$ cat src/rtl/pkt_dispatcher.sv
// pkt_dispatcher: queues packet base addresses in a small FIFO and hands
// each one to an idle proc instance in round-robin order. It drives the
// proc start/ready handshake, reports completions, and can quiesce every
// proc so that the shared modify buses can be driven safely.
// Optional counters are built when PKT_DISPATCHER_STATS_EN is defined.
module pkt_dispatcher #(
  parameter int NUM_PROC   = 4,
  parameter int FIFO_DEPTH = 8,
  parameter int ADDR_W     = 32
) (
  input  logic                       clk,
  input  logic                       rst,
  input  logic                       pkt_valid_i,
  input  logic [ADDR_W-1:0]          pkt_addr_i,
  output logic                       pkt_ready_o,
  output logic [NUM_PROC-1:0]        proc_start_o,
  output logic [NUM_PROC*ADDR_W-1:0] proc_pkt_addr_o,
  input  logic [NUM_PROC-1:0]        proc_ready_i,
  output logic [NUM_PROC-1:0]        done_o,
  output logic [NUM_PROC*ADDR_W-1:0] done_addr_o,
  input  logic                       cfg_req_i,
  output logic                       cfg_gnt_o,
  output logic                       busy_o
`ifdef PKT_DISPATCHER_STATS_EN
  ,
  output logic [31:0]                stat_issued_o,
  output logic [31:0]                stat_done_o,
  output logic [$clog2(FIFO_DEPTH):0] stat_max_occ_o
`endif
);

  localparam int AW = $clog2(FIFO_DEPTH);
  localparam int CW = AW + 1;
  localparam int PW = $clog2(NUM_PROC);

  localparam logic [1:0] S_IDLE  = 2'd0;
  localparam logic [1:0] S_ISSUE = 2'd1;
  localparam logic [1:0] S_BUSY  = 2'd2;
  localparam logic [1:0] S_REL   = 2'd3;

  localparam logic [1:0] T_RUN   = 2'd0;
  localparam logic [1:0] T_DRAIN = 2'd1;
  localparam logic [1:0] T_CFG   = 2'd2;

  logic [ADDR_W-1:0]   fifo_mem [FIFO_DEPTH];
  logic [AW-1:0]       rd_ptr;
  logic [AW-1:0]       wr_ptr;
  logic [CW-1:0]       count;
  logic [CW-1:0]       count_nxt;
  logic [1:0]          slot_st  [NUM_PROC];
  logic [1:0]          slot_nxt [NUM_PROC];
  logic [1:0]          top_st;
  logic [PW-1:0]       rr;
  logic [PW-1:0]       issue_slot;
  logic [PW-1:0]       cand;
  logic                found;
  logic                issue_en;
  logic                push;
  logic                all_idle;
  logic                any_active_nxt;
  logic [NUM_PROC-1:0] done_set;

  assign push     = pkt_valid_i && pkt_ready_o;
  assign issue_en = (top_st == T_RUN) && (count != '0) && found;

  // Find the first idle slot at or above the round-robin pointer, wrapping.
  always_comb begin
    found      = 1'b0;
    issue_slot = '0;
    cand       = '0;
    for (int k = 0; k < NUM_PROC; k++) begin
      cand = PW'((int'(rr) + k) % NUM_PROC);
      if (!found && slot_st[cand] == S_IDLE) begin
        found      = 1'b1;
        issue_slot = cand;
      end
    end
  end

  // Occupancy after this cycle's push/pop; simultaneous push and pop cancel.
  always_comb begin
    count_nxt = count;
    if (push && !issue_en)
      count_nxt = count + CW'(1);
    else if (!push && issue_en)
      count_nxt = count - CW'(1);
  end

  // Per-slot next state; a completion is seen only in BUSY, so a stale
  // ready held over from the previous packet is ignored during ISSUE.
  always_comb begin
    done_set = '0;
    for (int i = 0; i < NUM_PROC; i++) begin
      slot_nxt[i] = slot_st[i];
      case (slot_st[i])
        S_IDLE:  if (issue_en && issue_slot == PW'(i)) slot_nxt[i] = S_ISSUE;
        S_ISSUE: slot_nxt[i] = S_BUSY;
        S_BUSY: begin
          if (proc_ready_i[i]) begin
            slot_nxt[i] = S_REL;
            done_set[i] = 1'b1;
          end
        end
        default: slot_nxt[i] = S_IDLE;
      endcase
    end
  end

  // Quiescence of the current slots and activity of the next slots.
  always_comb begin
    all_idle       = 1'b1;
    any_active_nxt = 1'b0;
    for (int i = 0; i < NUM_PROC; i++) begin
      if (slot_st[i] != S_IDLE)  all_idle       = 1'b0;
      if (slot_nxt[i] != S_IDLE) any_active_nxt = 1'b1;
    end
  end

  // FIFO pointers, occupancy and the registered not-full flag.
  always_ff @(posedge clk) begin
    if (rst) begin
      rd_ptr      <= '0;
      wr_ptr      <= '0;
      count       <= '0;
      pkt_ready_o <= 1'b1;
    end else begin
      if (push)     wr_ptr <= wr_ptr + AW'(1);
      if (issue_en) rd_ptr <= rd_ptr + AW'(1);
      count       <= count_nxt;
      pkt_ready_o <= (count_nxt != CW'(FIFO_DEPTH));
    end
  end

  // FIFO storage; contents are meaningless once the pointers are reset.
  always_ff @(posedge clk) begin
    if (push) fifo_mem[wr_ptr] <= pkt_addr_i;
  end

  // Slot handshakes: start rises on issue, falls on completion; the slot
  // address is held until the next issue to that slot.
  always_ff @(posedge clk) begin
    if (rst) begin
      for (int i = 0; i < NUM_PROC; i++) slot_st[i] <= S_IDLE;
      proc_start_o    <= '0;
      proc_pkt_addr_o <= '0;
      done_o          <= '0;
      done_addr_o     <= '0;
      rr              <= '0;
    end else begin
      for (int i = 0; i < NUM_PROC; i++) begin
        slot_st[i] <= slot_nxt[i];
        done_o[i]  <= done_set[i];
        if (done_set[i]) begin
          proc_start_o[i]                    <= 1'b0;
          done_addr_o[i*ADDR_W +: ADDR_W]    <= proc_pkt_addr_o[i*ADDR_W +: ADDR_W];
        end
        if (issue_en && issue_slot == PW'(i)) begin
          proc_start_o[i]                    <= 1'b1;
          proc_pkt_addr_o[i*ADDR_W +: ADDR_W] <= fifo_mem[rd_ptr];
        end
      end
      if (issue_en) rr <= PW'((int'(issue_slot) + 1) % NUM_PROC);
    end
  end

  // Top-level run / drain / configure sequencing.
  always_ff @(posedge clk) begin
    if (rst) begin
      top_st    <= T_RUN;
      cfg_gnt_o <= 1'b0;
    end else begin
      case (top_st)
        T_RUN: if (cfg_req_i) top_st <= T_DRAIN;
        T_DRAIN: begin
          if (!cfg_req_i) begin
            top_st <= T_RUN;
          end else if (all_idle) begin
            cfg_gnt_o <= 1'b1;
            top_st    <= T_CFG;
          end
        end
        T_CFG: begin
          if (!cfg_req_i) begin
            cfg_gnt_o <= 1'b0;
            top_st    <= T_RUN;
          end
        end
        default: top_st <= T_RUN;
      endcase
    end
  end

  // Busy reflects the state the FIFO and slots are entering.
  always_ff @(posedge clk) begin
    if (rst) busy_o <= 1'b0;
    else     busy_o <= (count_nxt != '0) || any_active_nxt;
  end

`ifdef PKT_DISPATCHER_STATS_EN
  // Issue/completion counters and FIFO high-water mark.
  always_ff @(posedge clk) begin
    if (rst) begin
      stat_issued_o  <= '0;
      stat_done_o    <= '0;
      stat_max_occ_o <= '0;
    end else begin
      if (issue_en) stat_issued_o <= stat_issued_o + 32'd1;
      stat_done_o <= stat_done_o + 32'($countones(done_o));
      if (count_nxt > stat_max_occ_o) stat_max_occ_o <= count_nxt;
    end
  end
`endif

endmodule

$ cat config.mk
export PLATFORM = sky130hd
export DESIGN_NAME = pkt_dispatcher
export DESIGN_NICKNAME = d
export VERILOG_FILES = /design/src/rtl/pkt_dispatcher.sv
export SDC_FILE = /design/constraint.sdc
export NUM_CORES = 1
export LEC_CHECK = 0
export ABC_CLOCK_PERIOD_IN_PS = 4100
export BUFFER_PORTS_ARGS = -buffer_cell sky130_fd_sc_hd__buf_2
export CORE_UTILIZATION = 41
export DETAILED_ROUTE_END_ITERATION = 8
export PLACE_DENSITY_LB_ADDON = 0.1
export SLEW_MARGIN = 10
export SYNTH_ARGS = -nofsm -noshare
export SYNTH_HDL_FRONTEND = slang
export SYNTH_SLANG_ARGS = --single-unit
export TNS_END_PERCENT = 20
$ cat constraint.sdc
create_clock -name clk -period 4.1 [get_ports clk]
set_clock_uncertainty 0.15 [all_clocks]
set_input_delay 0.205 -clock clk [delete_from_list [all_inputs] [get_ports clk]]
set_output_delay 0.205 -clock clk [all_outputs]
set_load 0.01 [all_outputs]
Yosys cells after proc, flatten, opt, wreduce, memory -nomap -nowiden
Memories as Yosys holds them, arrays and structs flattened. A register that Yosys moved wholly into a read port is not among the register bits.
Cells that the tools add are included.
{"block": "op_classes", "addsub": 8, "magnitude_cmp": 0, "mul": 0, "eq_ne": 19, "n_reduce_logical": 45, "n_shift": 0, "div": 0, "bitwise": 4, "mux": 68}
{"op": "$mux W2", "count": 22}
{"op": "$mux W1", "count": 36}
{"op": "$pmux W2 S3", "count": 5}
{"op": "$reduce_bool A2 Y1", "count": 13}
{"op": "$logic_not A2 Y1", "count": 10}
{"op": "$eq A2 B2 Y1 const B", "count": 7}
{"op": "$eq A2 B1 Y1 const B", "count": 6}
{"op": "$logic_and A1 B1 Y1", "count": 12}
{"op": "$mux W4", "count": 2}
{"op": "$ne A2 B2 Y1 const B", "count": 4}
{"op": "$reduce_bool A4 Y1", "count": 2}
{"op": "$add A3 B1 Y3 const B", "count": 2}
{"op": "$mux W3", "count": 2}
{"op": "$logic_not A1 Y1", "count": 5}
{"op": "$add A2 B1 Y2 const B", "count": 2}
{"op": "$add A2 B2 Y2 const B", "count": 2}
{"op": "$add A4 B1 Y4 const B", "count": 1}
{"op": "$ne A4 B4 Y1 const B", "count": 1}
{"op": "$or A1 B1 Y1", "count": 4}
{"op": "$reduce_and A4 Y1", "count": 1}
{"op": "$sub A4 B1 Y4 const B", "count": 1}
{"op": "$ne A3 B3 Y1 const B", "count": 1}
{"op": "$reduce_and A3 Y1", "count": 1}
{"op": "$pmux W1 S2", "count": 1}
{"op": "$logic_or A1 B1 Y1", "count": 1}
{"block": "totals", "input_bits": 40, "register_bits": 281, "rom_bits": 0, "n_memories": 2, "latch_bits": 0, "wordCells": 167, "ram_bits": 264}
{"memory": "fifo_mem", "words": 8, "word_bits": 32, "rd": 1, "rd_clocked_by_memory_dff": 1, "write_ports": 1, "line": "45", "source": "logic [ADDR_W-1:0] fifo_mem [FIFO_DEPTH];"}
{"memory": "slot_st", "words": 4, "word_bits": 2, "rd": 8, "rd_clocked_by_memory_dff": 1, "write_ports": 4, "line": "50", "source": "logic [1:0] slot_st [NUM_PROC];"}

Depth between registers and ports, before layout
Gate-level depths: netlist (run 1).
{"block": "logic_depth", "ltp_word": 21, "mapped_depth": 12}

Least setup slack after synthesis (run 1)
No wires, ideal clock.
{"block": "synth_path", "kind": "register to register", "startpoint": "reg pkt_ready_o", "endpoint": "mem fifo_mem[0][0], enable pin", "period_less_slack_ns": 4.394, "t_required_ns": 3.449, "setup_ns": 0.501, "setup_slack_ns": -0.294, "arrival_ns": 3.743, "path_stages_with_launch": 4, "cell_sequence": "dfxtp_1 nand2_1 clkbuf_1 nor4_1"}
{"block": "synth_via", "elab_chain_len": 3}
{"element": "from (decl)", "line": "15", "source": "output logic pkt_ready_o,"}
{"element": "from (signal assigned)", "line": "130", "source": "pkt_ready_o <= (count_nxt != CW'(FIFO_DEPTH));"}
{"element": "$logic_and A1 B1 Y1", "line": "63", "source": "assign push = pkt_valid_i && pkt_ready_o;"}
{"element": "$mux W1", "line": "136", "source": "if (push) fifo_mem[wr_ptr] <= pkt_addr_i;"}
{"element": "$mux W1 (not written as such)", "line": "136"}
{"element": "to (decl)", "line": "45"}
No other way between the ends.

Final worst setup path (run 1)
{"block": "layout_path", "startpoint": "reg rr[1]", "endpoint": "reg proc_pkt_addr_o[39], read port of fifo_mem"}
{"block": "layout_via", "elab_chain_len": 13, "word_cells_on_any_way": 22, "cone_classes": "add/sub (3); eq/ne (1); mux (7); reduce/logical (10); memory (1)"}
{"element": "from (decl)", "line": "53", "source": "logic [PW-1:0] rr;"}
{"element": "from (signal assigned)", "line": "162", "source": "if (issue_en) rr <= PW'((int'(issue_slot) + 1) % NUM_PROC);"}
{"element": "$add A2 B1 Y2", "line": "72", "source": "cand = PW'((int'(rr) + k) % NUM_PROC);"}
{"element": "$mem_v2 Z4 W2"}
{"element": "$logic_not A2 Y1", "line": "73", "source": "if (!found && slot_st[cand] == S_IDLE) begin"}
{"element": "$logic_and A1 B1 Y1", "line": "73"}
{"element": "$mux W1", "line": "73"}
{"element": "$logic_not A1 Y1", "line": "73"}
{"element": "$logic_and A1 B1 Y1", "line": "73"}
{"element": "$mux W1", "line": "73"}
{"element": "$logic_not A1 Y1", "line": "73"}
{"element": "$logic_and A1 B1 Y1", "line": "73"}
{"element": "$mux W2 or $mux W1 (tied branches)", "line": "73"}
{"element": "$eq A2 B1 Y1 or $logic_and A1 B1 Y1 (tied branches)", "line": "157, 64"}
{"element": "$logic_and A1 B1 Y1 *", "line": "157", "source": "if (issue_en && issue_slot == PW'(i)) begin"}
{"element": "to (decl)", "line": "17", "source": "output logic [NUM_PROC*ADDR_W-1:0] proc_pkt_addr_o,"}
Every way passes the cells marked *; elsewhere a longest branch is shown, timed or not.
A chain may end at the register's enable or synchronous reset.

==> results.md, run 1 <==
* Period minus WS final at 3.10 ns
* Tcrit/Tclk final at 0.757
* Die ar. at 50200 µm²
* Synthesis-stage register bit count at 550
* CTS tree: done
* Met1 usage at 0.294
* Worst Path Arrival at 3.48 ns
* Detailed Routing Iterations Pass 1 at 7
* Area contributors post-synth: edfxtp_1 38%, dfxtp_1 29%, mux4_2 7.2%, nor2_1 5.3%, nand2_1 5.2%
* Syn nets at 1764
* Post-Syn Area at approximately 20000 µm²
* Final setup TNS at 0 ns
* Hold Fails Final Rpt at 0
* Pleak at 0.00916 µW
* Cell Rows at 80
* Deepest clock path buffer count at 3
* First-pass GRT wire length at 82.7 mm
* Clock transition at path regs at 0.06 ns
* Buf/Inv on CP at 0
* Fin. max-slew vios at 0
* Post-DRT Antenna Nets at 0
* DR WL/cell at 20.0 µm
* Placer congestion estimate at 0.798
* Die height at around 220 µm
* Final worst slack at 0.996 ns
* Routed WL at between 50 and 60 mm
* Cell family with most CP delay: simple AND/OR/NAND/NOR gates
* Fillers at 4311
* IO Port Bufs at between 300 and 400
* Status: finished clean
* Post-synth EDFFs at 256
* Startpoint types: flop
* CORE AREA at 48100 µm²
* Root Buffer Master: clkbuf_16
* Worst-skew pair later-pin latency at 0.61 ns
* HPWL Detailed at ~36 mm
* Worst-Margin Slew at 0.994 ns
* Worst hold path class: input port to flop
* Initial core utilization at 0.420
* Max frequency at around 0.32 GHz
* GRT Util Overall at 0.217
* Busiest grt layer: met2
* Top cells by count, synth: 294 x dfxtp_1, 287 x nor2_1, 281 x nand2_1, 256 x edfxtp_1, 140 x a21oi_1
* Top cell type's share of synthesized area at 0.380
* Drc violations at 0
* Mapped Cells at 1710
* Top FF cell, synth: dfxtp_1
* M2 GR Usage at 0.353
* MaxCap Viol Count at 0
* Largest net degree at the start of global routing at 114
* R2R setup slack at 1.0 ns
* Iter 0 DRT Violations at 1031
* Post-synthesis sequential area ratio at 0.672
* Clock sink total at 550
* Cell type with the largest total area after synthesis: edfxtp_1
* CTS Buf Count at 58
* Synth warnings at 0
* VDD IR-drop max at around 0.39 mV
* WP data required at 4.47 ns
* Crit path cell chain: or3b_1 -> o21ai_1 -> o22ai_1 -> a31oi_4 -> and2_2 -> nor2_1 -> nor3_1
* Worst Setup Path Type: flop to flop
* Post-CTS Resized at 0
* Layout cells sized above 1 at 0.256
* GRT met3 Usage at 0.0422
* Area grow syn2layout at 21.7%
* Worst setup EP type: flop
* CP max FO at 33
* Rel. slew slack at 0.336
* Nets at 2080
* Die width at 224 µm
* Initial antenna violation count at 3
* Final setup vio count at 0
* Routed vias at between 10000 and 15000
* Critical-path top delay cell: and2_2
* Grt ovf at 0
* I/O pin cnt at 307
* Vias in the first global route at 13400
* RSZ-0062 raised after global routing: no
* Routed vias/inst at 5.10
* Yosys cell types at 49
* Dpl ws at 0.993 ns
* Most frequent cell after synthesis: dfxtp_1
* Power density over cell area at 688 nW/µm²
* H-tree depth at 2
* Ys async rst share at 0
* Max incr delay on CP at 0.78 ns
* Mean Syn Cell Area at between 10 and 15 µm²
[where the power goes]
group	internal, µW	total, µW	switching [µW]
logic	1850	4750	2900
clock network	2900	5010	2110
registers	6440	7160	720
total	11200	16900	5730
[logic make-up (layout without fill, tap and decap cells)]
| logic type | count (synthesis) | count (layout) | share of synthesized area |
|---|---|---|---|
| compound gates | 167 | 167 | 0.0446 |
| xor+xnor | 11 | 11 | 0.00477 |
| fa+ha+maj | 14 | 14 | 0.00867 |
| buf+inv | 127 | 490 | 0.0263 |
| flops | 550 | 550 | 0.672 |
| mux | 104 | 104 | 0.0938 |
| other cells | 0 | 2 | 0 |
| simple gates | 737 | 737 | 0.150 |
[sequential cells by signal (all words and copies together) (netlist names), named ones only]
name and flops:
fifo_mem 256, done_addr_o 128, proc_pkt_addr_o 128, slot_st 8
count 4, done_o 4, proc_start_o 4, rd_ptr 3
wr_ptr 3, rr 2, top_st 2, busy_o 1
cfg_gnt_o 1, pkt_ready_o 1
[repair_timing]
action                                 in CTS  in global routing
buffers inserted                            0                  0
endpoints found under the hold margin     338                  0
hold buffers                               36                  0
[worst reg2reg max path, cell delays in order, from the launching register on]
cell	delay, ns
dfxtp_1	0.50
or3b_1	0.42
o21ai_1	0.12
o22ai_1	0.12
a31oi_4	0.64
and2_2	0.78
nor2_1	0.09
nor3_1	0.19
[routing by layer]
layer	routed length [µm]	share of wire	up-vias
li1	-	-	6605
met1	24000	0.44	6838
met2	26000	0.48	388
met3	3360	0.061	92
met4	1330	0.024	2
met5	13	0.00024	-
[metrics by stage]
| stage | std cells | cell area (µm²) | hold slack (ns) | utilization | power, µW |
|---|---|---|---|---|---|
| 3_3_place_gp | 2586 | 22400 | 0.289 | 0.466 | 12000 |
| 4_1_cts | 2729 | 24600 | 0.00563 | 0.511 | 17100 |
| 6_report | 2731 | 24600 | 0.0429 | 0.511 | 16900 |
| 5_1_grt | 2730 | 24600 | 0.0497 | 0.511 | 17900 |
| 3_5_place_dp | 2586 | 22400 | 0.294 | 0.466 | 12100 |
| 2_1_floorplan | 1710 | 20200 | 0.154 | - | 10200 |
[layout by cell type (no fill, tap or decap), types with 3 or more instances in the layout]
cell / n
o22ai_1: 3
buf_2: 305
clkinv_2: 9
edfxtp_1: 256
nor2_1: 282
clkbuf_16: 58
clkinv_1: 7
clkbuf_8: 6
dfxtp_1: 292
nand2_1: 281
or4_1: 3
o21ai_0: 9
xor2_1: 3
mux2_2: 33
buf_4: 23
and2_1: 6
buf_12: 4
mux2i_1: 6
o31ai_1: 3
xnor2_1: 8
nor3_1: 134
or2_2: 3
a21oi_1: 140
clkbuf_1: 21
dlygate4sd3_1: 36
inv_1: 13
nor3_2: 4
mux4_2: 65
ha_1: 14
nor2_4: 5
bufinv_16: 3
[worst paths after layout]
path                     from             endpoint  cells past startpoint
min               pkt_valid_i            wr_ptr[1]                      4
max reg2reg             rr[1]  proc_pkt_addr_o[39]                      7
max                     rr[1]  proc_pkt_addr_o[39]                      7
min reg2reg  done_addr_o[117]     done_addr_o[117]                      2
[cell type report]
cell class              instances  area, µm²  share of cell area
flip-flops and latches        550      13600               0.552
diodes                          2       5.00            0.000203
inverters                      14       52.6             0.00214
multi-input cells            1033       6180               0.251
clock buffers                  85       1610              0.0656
well taps                     656        821              0.0334
clock inverters                22        195             0.00794
repair buffers                369       2150              0.0876
(Power assumes the default switching activity.)
==> run 2, diff against run 1 <==
--- a/config.mk
+++ b/config.mk
@@ -5,7 +5,7 @@
 export SDC_FILE = /design/constraint.sdc
 export NUM_CORES = 1
 export LEC_CHECK = 0
-export ABC_CLOCK_PERIOD_IN_PS = 4100
+export ABC_CLOCK_PERIOD_IN_PS = 2800
 export BUFFER_PORTS_ARGS = -buffer_cell sky130_fd_sc_hd__buf_2
 export CORE_UTILIZATION = 41
 export DETAILED_ROUTE_END_ITERATION = 8
==> constraint.sdc (replaced) <==
create_clock -name clk -period 2.8 [get_ports clk]
set_clock_uncertainty 0.15 [all_clocks]
set_input_delay 0.14 -clock clk [delete_from_list [all_inputs] [get_ports clk]]
set_output_delay 0.14 -clock clk [all_outputs]
set_load 0.01 [all_outputs]
==> results.md, run 2 (same netlist as run 1, synthesis figures left out) <==
* R2r endpoint: busy_o
* Dpl ws at -0.0133 ns (-1.01 ns)
* Max incr delay on CP at 0.60 ns (-0.18 ns)
* CP most frequent cell: inv_1
* Drc violations at 0 (unchanged)
* Largest registers: fifo_mem (256), done_addr_o (128), proc_pkt_addr_o (128)
* CORE AREA at 48100 µm² (unchanged)
* Die ar. at 50200 µm² (unchanged)
* Iter 0 DRT Violations at 920 (-11%)
* Worst-skew pair later-pin latency at 0.61 ns (about the same)
* H-tree depth at 2 (unchanged)
* Status: finished clean
* Deepest clock path buffer count at 3 (unchanged)
* Startpoint types: flop
* Fillers at 4243 (-1.6%)
* Rel. slew slack at 0.437 (+0.101)
* Placer congestion estimate at 0.819 (+2.7%)
* Hold path endpoint: done_addr_o[36]
* Pleak at 0.00938 µW (+2.4%)
* Max frequency at 0.366 GHz (+14%)
* Grt ovf at 0 (unchanged)
* WP data required at 3.10 ns (-1.37 ns)
* Hold Slack at 0.118 ns (+0.0747 ns)
* Nets at 2107 (+1.3%)
* Fin util at 0.521 (+0.0102)
* Worst Path Arrival at 3.03 ns (-0.45 ns)
* Largest register FFs at 256 (unchanged)
* Worst setup EP type: flop
* Hold wc startpoint: proc_ready_i[1]
* R2R setup slack at 0.07 ns (-0.93 ns)
* Detailed Routing Iterations Pass 1 at 5 (-2)
* DR WL/cell at 19.7 µm (-1.4%)
* VDD IR-drop max at 0.549 mV (+42%)
* First-pass GRT wire length at 82.1 mm (-0.66%)
* Worst-Margin Slew at 0.844 ns (-0.150 ns)
* Root Buffer Master: clkbuf_16
* Routed vias/inst at 5.08 (-0.34%)
* Post-DRT Antenna Nets at 0 (unchanged)
* Layout cells sized above 1 at 0.271 (+0.0148)
* Worst hold path class: input port to flop
* Final setup vio count at 0 (unchanged)
* Non-filler instance count after layout at 2757 (+0.95%)
* Commonest non-fill, non-tap cell in the layout: buf_2
* Routed WL at 54.4 mm (-0.47%)
* Hold depth at 6 (+2)
* CTS Buf Count at 56 (-3.4%)
* Crit path cell chain: nor2_1 -> mux4_2 -> o31ai_4 -> inv_1 -> ha_1 -> inv_1 -> o22ai_1 -> a31o_2 -> a221oi_2 -> a41oi_1
* Area grow syn2layout at 24.1%
* Cell family with most CP delay: compound AO/OA/AOI/OAI gates
* Crit Reg-Reg Startpoint: slot_st[3][1]
* CTS tree: done
* Critical-path top delay cell: mux4_2
* IO Port Bufs at 306 (unchanged)
* Commonest cells after routing, fill and taps aside: 305 x buf_2, 290 x dfxtp_1, 282 x nor2_1
* Power density over cell area at 1000 nW/µm² (+46%)
* I/O pin cnt at 307 (unchanged)
* GRT Util Overall at 0.216 (-0.00139)
* Period minus WS final at 2.73 ns (-0.372 ns)
* R2R cell count at 10 (+3)
* Worst Setup Path Type: flop to flop
* Cell Rows at 80 (unchanged)
* Clock transition at path regs at 0.06 ns (about the same)
* Largest net degree at the start of global routing at 86 (-25%)
* MaxCap Viol Count at 0 (unchanged)
* Initial core utilization at 0.420 (unchanged)
* Buf/Inv on CP at 2 (+2)
* Initial antenna violation count at 5 (+2)
* Final worst slack at 0.0676 ns (-0.928 ns)
* Hold Fails Final Rpt at 0 (unchanged)
* HPWL Detailed at 35.4 mm (-0.45%)
* Die height at 224 µm (unchanged)
* Largest Register: fifo_mem
* Die width at 224 µm (unchanged)
* Tcrit/Tclk final at 0.976 (+0.219)
* DP Cell Count at 2611 (+0.97%)
* Clock sink total at 550 (unchanged)
* CP max FO at 5 (-85%)
* Fin. max-slew vios at 0 (unchanged)
* Routed vias at 14000 (+0.61%)
* Vias in the first global route at 13300 (-0.21%)
run 2: changes by cell type in the layout (fill, tap and decap cells not counted), sizes merged:
cell / delta
bufinv: -2
clkbuf: +2
buf: +26
dlygate4sd3: +3
diode: -1
inv: -2
run 2: metrics by stage:
step / area [µm²] / power, µW / setup TNS, ns
3_5_place_dp: 22800 / 17900 / -0.0220
2_1_floorplan: 20200 / 15000 / -81.92
6_report: 25100 / 25200 / 0
5_1_grt: 25100 / 26500 / -0.0646
3_3_place_gp: 22800 / 17800 / 0
4_1_cts: 25000 / 25300 / 0
run 2: cell type report:
| cell class | instances | area (µm²) | share of cell area |
|---|---|---|---|
| diodes | 1 | 2.50 | 0.0000998 |
| clock buffers | 87 | 1690 | 0.0674 |
| clock inverters | 18 | 121 | 0.00484 |
| inverters | 14 | 52.6 | 0.00209 |
| multi-input cells | 1033 | 6250 | 0.249 |
| flip-flops and latches | 550 | 13600 | 0.541 |
| well taps | 656 | 821 | 0.0327 |
| repair buffers | 398 | 2570 | 0.102 |
run 2: how the worst max path moves through the flow:
stage,startpoint,endpoint,cells past startpoint
2_1_floorplan,pkt_ready_o,fifo_mem[2][0],3
3_3_place_gp,slot_st[3][0],proc_pkt_addr_o[46],9
3_5_place_dp,slot_st[3][0],proc_pkt_addr_o[51],9
4_1_cts,slot_st[3][1],busy_o,10
5_1_grt,slot_st[3][0],proc_pkt_addr_o[56],9
6_report,slot_st[3][1],busy_o,10
run 2: layer usage:
metal	up-vias	GRT usage	wire [µm]	share of wire
li1	6650	-	-	-
met1	6917	0.297	24600	0.45
met2	349	0.347	25500	0.47
met3	90	0.0345	2700	0.050
met4	4	0.0742	1500	0.028
met5	-	0	25	0.00046
run 2: timing repair:
item / CTS / global route
gates resized for setup: 1 / 14
setup endpoints to repair: 21 / 12
endpoints found under the hold margin: 396 / 0
pin swaps: 0 / 2
gates cloned: 0 / 0
setup buffers: 0 / 1
hold buffers: 39 / 0
run 2: report_power, final:
part           total [µW]  switching, µW  internal (µW)
logic                7580           4510           3070
clock network        7270           3050           4220
registers           10300            889           9430
total               25200           8450          16700
run 2: worst reg2reg max path: stages (launching register included):
cell and delay, ns:
dfxtp_1 0.34, nor2_1 0.07, mux4_2 0.60, o31ai_4 0.30
inv_1 0.12, ha_1 0.26, inv_1 0.07, o22ai_1 0.07
a31o_2 0.22, a221oi_2 0.25, a41oi_1 0.14
